**src/rtl/core_dbg_pkg.sv**
```systemverilog
`default_nettype none
// ============================================================================
//  Module      : core_dbg_pkg
//  Description : Shared debug run-control types and constants for the
//                Tachyon core front end.
//  Revision    : 1.0 - initial release
// ============================================================================
package core_dbg_pkg;

  // Run/halt sequencer states
  typedef enum logic [2:0] {
    RST_WAIT = 3'd0,
    RUN      = 3'd1,
    DRAIN    = 3'd2,
    HALTED   = 3'd3,
    ITR      = 3'd4,
    RESUME   = 3'd5,
    STEP     = 3'd6
  } run_state_e;

  // Canonical no-op (addi x0, x0, 0) a debugger may inject
  localparam logic [31:0] DBG_ITR_NOP = 32'h00000013;

endpackage
`default_nettype wire

```
**src/rtl/FetchInflightCnt.sv**
```systemverilog
`default_nettype none
// ============================================================================
//  Module      : FetchInflightCnt
//  Description : Up/down counter of in-flight fetch requests. Saturates at
//                0 and MAX_OUTSTANDING; illegal overflow/underflow is flagged
//                by an assertion.
//  Revision    : 1.0 - initial release
// ============================================================================
module FetchInflightCnt #(
  parameter int MAX_OUTSTANDING = 4,
  parameter bit ASSERT_EN       = 1'b1,
  parameter int CNT_W           = $clog2(MAX_OUTSTANDING + 1)
) (
  input  logic             clk,
  input  logic             rst,
  input  logic             issue_i,
  input  logic             return_i,
  output logic [CNT_W-1:0] count_o
);

  localparam logic [CNT_W-1:0] C_MAX = CNT_W'(MAX_OUTSTANDING);

  logic [CNT_W-1:0] count_q;
  logic [CNT_W-1:0] count_d;
  logic             w_overflow;
  logic             w_underflow;

  assign w_overflow  = issue_i && !return_i && (count_q == C_MAX);
  assign w_underflow = return_i && !issue_i && (count_q == '0);

  // Next count: a simultaneous issue and return cancel out; illegal moves hold
  always_comb begin
    count_d = count_q;
    if (issue_i && !return_i && !w_overflow) begin
      count_d = count_q + 1'b1;
    end else if (return_i && !issue_i && !w_underflow) begin
      count_d = count_q - 1'b1;
    end
  end

  // Count register
  always_ff @(posedge clk or posedge rst) begin
    if (rst) begin
      count_q <= '0;
    end else begin
      count_q <= count_d;
    end
  end

  // Flag fetch bookkeeping errors from Fetch or memory
  always @(posedge clk) begin
    if (ASSERT_EN && !rst) begin
      assert (!w_overflow)
        else $error("FetchInflightCnt: issue with %0d requests already in flight", count_q);
      assert (!w_underflow)
        else $error("FetchInflightCnt: return with no request in flight");
    end
  end

  assign count_o = count_q;

endmodule
`default_nettype wire

```
**src/rtl/core_run_ctrl.sv**
```systemverilog
`default_nettype none
// ============================================================================
//  Module      : core_run_ctrl
//  Description : Run/halt sequencer. Owns the debug run state and the debug
//                PC, stops/redirects Fetch and injects debugger (ITR)
//                instructions one at a time.
//  Revision    : 1.0 - initial release
// ============================================================================
module core_run_ctrl
  import core_dbg_pkg::*;
#(
  parameter int ADDR_WIDTH      = 32,
  parameter int INSN_WIDTH      = 32,
  parameter int MAX_OUTSTANDING = 4,
  parameter bit ASSERT_EN       = 1'b1
) (
  input  logic                  clk,
  input  logic                  rst,
  input  logic [ADDR_WIDTH-3:0] rst_addr,
  input  logic                  dbg_on_rst,
  input  logic                  dbg_halt_req,
  input  logic                  dbg_resume_req,
  input  logic                  dbg_step_req,
  input  logic                  dbg_itr_req_valid,
  input  logic [INSN_WIDTH-1:0] dbg_itr_req_insn,
  output logic                  dbg_itr_req_ready,
  input  logic                  dbg_dpc_we,
  input  logic [ADDR_WIDTH-3:0] dbg_dpc_wdata,
  output logic [ADDR_WIDTH-3:0] dpc,
  output logic                  halted,
  output logic                  fetch_stop,
  input  logic                  fetch_issue,
  input  logic                  fetch_return,
  output logic                  itr_valid,
  output logic [INSN_WIDTH-1:0] itr_insn,
  input  logic                  itr_done,
  input  logic                  retire_valid,
  input  logic [ADDR_WIDTH-3:0] retire_next_addr,
  input  logic                  pipe_empty,
  output logic                  redirect_valid,
  output logic [ADDR_WIDTH-3:0] redirect_addr
);

  localparam int CNT_W = $clog2(MAX_OUTSTANDING + 1);

  run_state_e            state_q, state_d;
  logic [ADDR_WIDTH-3:0] dpc_q, dpc_d;
  logic [INSN_WIDTH-1:0] itr_insn_q, itr_insn_d;
  logic                  step_q, step_d;
  logic                  fetch_stop_q, fetch_stop_d;
  logic                  halted_q, halted_d;
  logic                  itr_valid_q, itr_valid_d;
  logic                  redirect_valid_q, redirect_valid_d;
  logic                  itr_accept;
  logic [CNT_W-1:0]      outstanding;

  FetchInflightCnt #(
    .MAX_OUTSTANDING (MAX_OUTSTANDING),
    .ASSERT_EN       (ASSERT_EN),
    .CNT_W           (CNT_W)
  ) u_inflight (
    .clk      (clk),
    .rst      (rst),
    .issue_i  (fetch_issue),
    .return_i (fetch_return),
    .count_o  (outstanding)
  );

  // Next-state, dpc tracking and registered-output decode
  always_comb begin
    state_d    = state_q;
    dpc_d      = dpc_q;
    itr_insn_d = itr_insn_q;
    step_d     = step_q;
    itr_accept = 1'b0;
    case (state_q)
      RST_WAIT: begin
        dpc_d   = rst_addr;
        step_d  = 1'b0;
        state_d = dbg_on_rst ? HALTED : RESUME;
      end
      RUN: begin
        if (retire_valid) dpc_d = retire_next_addr;
        if (dbg_halt_req) state_d = DRAIN;
      end
      DRAIN: begin
        if (retire_valid) dpc_d = retire_next_addr;
        if ((outstanding == '0) && pipe_empty) state_d = HALTED;
      end
      HALTED: begin
        if (dbg_dpc_we) dpc_d = dbg_dpc_wdata;
        // ITR wins over step, step wins over resume; losers are dropped
        if (dbg_itr_req_valid) begin
          itr_accept = 1'b1;
          itr_insn_d = dbg_itr_req_insn;
          state_d    = ITR;
        end else if (dbg_step_req) begin
          step_d  = 1'b1;
          state_d = RESUME;
        end else if (dbg_resume_req) begin
          step_d  = 1'b0;
          state_d = RESUME;
        end
      end
      ITR: begin
        if (itr_done) state_d = HALTED;
      end
      RESUME: begin
        state_d = step_q ? STEP : RUN;
      end
      STEP: begin
        if (retire_valid) begin
          dpc_d   = retire_next_addr;
          state_d = DRAIN;
        end
      end
      default: state_d = RST_WAIT;
    endcase

    fetch_stop_d     = !((state_d == RESUME) || (state_d == RUN) || (state_d == STEP));
    halted_d         = (state_d == HALTED) || (state_d == ITR);
    itr_valid_d      = itr_accept;
    redirect_valid_d = (state_d == RESUME);
  end

  // State, dpc and output registers
  always_ff @(posedge clk or posedge rst) begin
    if (rst) begin
      state_q          <= RST_WAIT;
      dpc_q            <= '0;
      itr_insn_q       <= '0;
      step_q           <= 1'b0;
      fetch_stop_q     <= 1'b1;
      halted_q         <= 1'b0;
      itr_valid_q      <= 1'b0;
      redirect_valid_q <= 1'b0;
    end else begin
      state_q          <= state_d;
      dpc_q            <= dpc_d;
      itr_insn_q       <= itr_insn_d;
      step_q           <= step_d;
      fetch_stop_q     <= fetch_stop_d;
      halted_q         <= halted_d;
      itr_valid_q      <= itr_valid_d;
      redirect_valid_q <= redirect_valid_d;
    end
  end

  // Ready is a decode of the registered HALTED state qualified by the offer
  assign dbg_itr_req_ready = itr_accept;
  assign dpc               = dpc_q;
  assign redirect_addr     = dpc_q;
  assign itr_insn          = itr_insn_q;
  assign halted            = halted_q;
  assign fetch_stop        = fetch_stop_q;
  assign itr_valid         = itr_valid_q;
  assign redirect_valid    = redirect_valid_q;

endmodule
`default_nettype wire

```
**config.mk**
```make
export PLATFORM = sky130hd
export DESIGN_NAME = core_run_ctrl
export DESIGN_NICKNAME = d
export VERILOG_FILES = /design/src/rtl/core_dbg_pkg.sv /design/src/rtl/FetchInflightCnt.sv /design/src/rtl/core_run_ctrl.sv
export SDC_FILE = /design/constraint.sdc
export NUM_CORES = 1
export LEC_CHECK = 0
export CAP_MARGIN = 10
export CELL_PAD_IN_SITES_DETAIL_PLACEMENT = 1
export CELL_PAD_IN_SITES_GLOBAL_PLACEMENT = 1
export CORE_ASPECT_RATIO = 0.8
export CORE_MARGIN = 10
export CORE_UTILIZATION = 30
export CTS_CLUSTER_DIAMETER = 150
export DETAILED_ROUTE_END_ITERATION = 7
export PLACE_DENSITY_LB_ADDON = 0.1
export SETUP_SLACK_MARGIN = 0.05
export SYNTH_ARGS = -nofsm -noshare
export SYNTH_HDL_FRONTEND = slang
export SYNTH_SLANG_ARGS = --single-unit
```
**constraint.sdc**
```tcl
create_clock -name clk -period 3.1 [get_ports clk]
set_input_delay 0.465 -clock clk [delete_from_list [all_inputs] [get_ports clk]]
set_output_delay 0.465 -clock clk [all_outputs]
set_load 0.01 [all_outputs]
```
==> impl_summary.log <==
[metrics] status: completed
[metrics] final worst slack: roughly 590 ps
[metrics] type of element launching the critical path: register
[metrics] reported leakage power: 3.19 nW
[metrics] Worst Reg2Reg Path Length in Cells: 4
[metrics] reported max-cap violation count: 0
[metrics] final sum of negative setup slack: 0 ps
[metrics] placed insts: roughly 900
[metrics] Post-CTS Setup Repair Bufs: 0
[metrics] Row Count: 40
[metrics] multiplexer fraction of the synthesized cell area: 0.169
[metrics] GRT Total Usage: 0.161
[metrics] sequential fraction of the synthesis area: 0.387
[metrics] initial standard-cell utilization of the core: 0.310
[metrics] number of diodes added for antenna fixing: 0
[metrics] CTS Hold Bufs: 0
[metrics] Routability Congestion: 0.759
[metrics] Hold Vio Cnt, Final: 0
[metrics] number of enable flip-flop cells after synthesis: 0
[metrics] largest vdd supply drop: 0.000423 V
[metrics] First-pass DRT Iterations: 4
[metrics] largest family of logic cells by synthesized area: multiplexers
[metrics] number of gates given a new drive strength after cts: 0
[metrics] leading area contributor after synthesis: dfrtp_1
[metrics] most instantiated flip-flop cell in the synthesis netlist: dfrtp_1
[metrics] via-per-instance ratio: about 4.9
[metrics] die outline area: 0.0212 mm²
[metrics] Post-Synth Adder-Cell Area: 0.00424
[metrics] placeable core region: 0.0152 mm²
[metrics] Storage cell area: 0.00183 mm²
[metrics] cts bufs inserted: 9
[metrics] instance count along the most critical hold path: 1
[metrics] Critical Setup Path Class: register to primary output
[metrics] flop and latch count out of synthesis: 73
[metrics] start point of the critical path: state_q[2]
[metrics] CP Depth: 4
[metrics] wire length after detailed routing: 17,500 µm
[metrics] wire length per cell: roughly 19 µm
[metrics] setup violation total in the final timing report: 0
[metrics] max-slew violations: 0
[metrics] most frequent standard cell in the layout excluding fill and tap cells: clkdlybuf4s50_1
[metrics] overflow left after global routing: 0
[metrics] antenna violations before repair: 0
[metrics] xor and xnor area share after synthesis: 0.00185
[metrics] cell with the largest stage delay on the worst path: dfrtp_2
[metrics] syn avg cell area: 9.39 µm²
[metrics] via total after detailed routing: 4,395
[metrics] horizontal die dimension: 160 µm
[metrics] CTS H-tree depth: 3
[metrics] area fraction of the dominant cell type after synthesis: 0.382
[metrics] maximum net fanout on the critical path: 42
[metrics] DPL Wire Length: 13,100 µm
[metrics] Critical Path Sink Type: primary output
[metrics] ports placed on the boundary: 232
[metrics] design area: 0.00727 mm²
[metrics] Power Dens Cells: 1020 mW/mm²
[metrics] wire length of the first global-routing pass: 27,800 µm
[metrics] unrepaired setup endpoints after global routing: no
[metrics] Cell Chain, Critical Path: nor2_4, nand2_2, inv_1, clkdlybuf4s50_1
[metrics] simple-gate share of the synthesized area: 0.161
[metrics] Syn Inst Count: approximately 500
[metrics] Slew @ Worst Pin: 824 ps
[metrics] arrival time of the worst setup path: 2050 ps
[metrics] Synth area leaders: dfrtp_1 38%, mux2_4 9.2%, mux2i_1 7.0%
[metrics] achievable clock frequency: roughly 400 MHz
[metrics] area taken by multi-input logic gates: 0.00229 mm²
[metrics] shortest clock period the worst path allows after layout: 2510 ps
[metrics] Synth Area in Compound Gates: 0.150
[metrics] count of nets after finishing: 824
[metrics] pin count of the biggest net entering global routing: 68
[metrics] TritonCTS clock tree: yes
[metrics] dpl ws: approximately 800 ps
[metrics] number of buffers on the longest clock path: 2
[metrics] crit path buf inv count: 2
[metrics] Net Count, Synth: around 640
[metrics] highest-count cells in the layout ignoring fill and taps: 231 x clkdlybuf4s50_1, 69 x dfrtp_1, 65 x nor2_1
[metrics] CTS clk-pin slew, worst paths: 60 ps
[metrics] Detail Route Antenna Nets: 0
[metrics] TritonCTS Sinks: 73
[metrics] die extent in y: 132 µm
[metrics] Hold WC Path Type: register to register
[metrics] count of cell types in the netlist: 45
[metrics] Reg-to-Reg Start: state_q[2]
[metrics] headroom to the max-slew limit: 0.451
[metrics] Post-synth ARST share: 1.00
[metrics] crit-path leading delay family: flip-flops
[metrics] Skew-Pair Late Insertion Delay: 340 ps
[metrics] layout cells sized above 1: 0.102
[metrics] number of violations reported at the end of detailed-routing iteration 0: 178
[metrics] area of the mapped netlist: between 0.004 and 0.005 mm²
[metrics] Worst Min Path Start: itr_insn[17]
[metrics] root cell of the clock tree: clkbuf_16
[metrics] filler cell count: 1,764
[metrics] number of global-route vias before repair: 4,855
[metrics] count of yosys warnings during synthesis: 0
[metrics] detailed-route DRC error count: 0
[metrics] filler-free cell count of the finished design: 903
[metrics] clk_skew: 5.39 ps
[metrics] Req. time, crit path: about 2600 ps
[metrics] instance area after placement: 0.00692 mm²
[metrics] share of the cycle needed by the critical path after routing: 0.811
[metrics] count of input and output buffers: 231
[metrics] largest stage delay on the critical path: 700 ps
[metrics] growth of design area from synthesis to finish: 53.9%
synthesized netlist by cell type (2+ instances only):
| cell type | n |
|---|---|
| nand2b_1 | 33 |
| nor2_1 | 65 |
| clkbuf_1 | 5 |
| nor2b_1 | 2 |
| mux2_2 | 3 |
| o221ai_1 | 30 |
| dfrtp_1 | 72 |
| mux2i_1 | 33 |
| inv_1 | 34 |
| buf_6 | 10 |
| nand3_1 | 33 |
| o21ai_0 | 32 |
| buf_1 | 2 |
| nor3_1 | 2 |
| nand2_1 | 6 |
| mux2_4 | 29 |
| buf_4 | 31 |
| nand2_2 | 2 |
| a21oi_1 | 34 |
| buf_2 | 20 |
path summary, 6_finish.rpt:
path	end	slack, ps
setup / recovery	dbg_itr_req_ready	590
hold / removal	itr_insn[17]	510
setup reg to reg	dpc[4]	850
hold reg to reg	itr_insn[17]	510
max in group asynchronous	fetch_stop	1770
min in group asynchronous	itr_insn[14]	560
stage by stage:
stage / total power, mW / hold slack (ps) / utilization
global placement: 6.13 / 487 / 0.455
CTS: 7.59 / 507 / 0.478
detailed placement: 6.29 / 493 / 0.455
global route: 8.03 / 529 / 0.478
floorplan: 4.59 / 503 / -
finish: 7.45 / 507 / 0.478
per-layer routing:
| metal | vias to the layer above | wire length, µm | track usage |
|---|---|---|---|
| met1 | 2159 | 7700 | 0.193 |
| li1 | 2086 | - | - |
| met4 | 0 | 153 | 0.0326 |
| met5 | - | 0 | 0 |
| met2 | 136 | 8360 | 0.268 |
| met3 | 14 | 1250 | 0.0618 |
state kept, by name, summed over array words and instances, names as in the netlist:
register and cells:
itr_insn 32, dpc 30, state_q 3, u_inflight.count_o 3
fetch_stop 1, halted 1, itr_valid 1, redirect_valid 1
step_q 1
power breakdown:
part | switching (mW) | internal, mW
logic | 1.91 | 2.34
clock network | 0.443 | 0.811
registers | 0.483 | 1.46
total | 2.84 | 4.61
cells by family (layout without fill, tap and decap cells):
logic type	Yosys count	in the layout
muxes	65	65
DFF	73	73
xor gates and xnor gates	1	1
AOI/OAI and AO/OA	108	108
adders and majority gates	1	1
and+or+nand+nor	153	153
buffers and inverters	102	292
cell type report:
class / count / share of cell area
clock inverters: 6 / 0.0158
flip-flops and latches: 73 / 0.252
well taps: 210 / 0.0361
repair buffers: 242 / 0.329
clock buffers: 10 / 0.0329
multi-input cells: 328 / 0.316
inverters: 34 / 0.0177
Note: power is estimated with default switching activity, not from simulation.
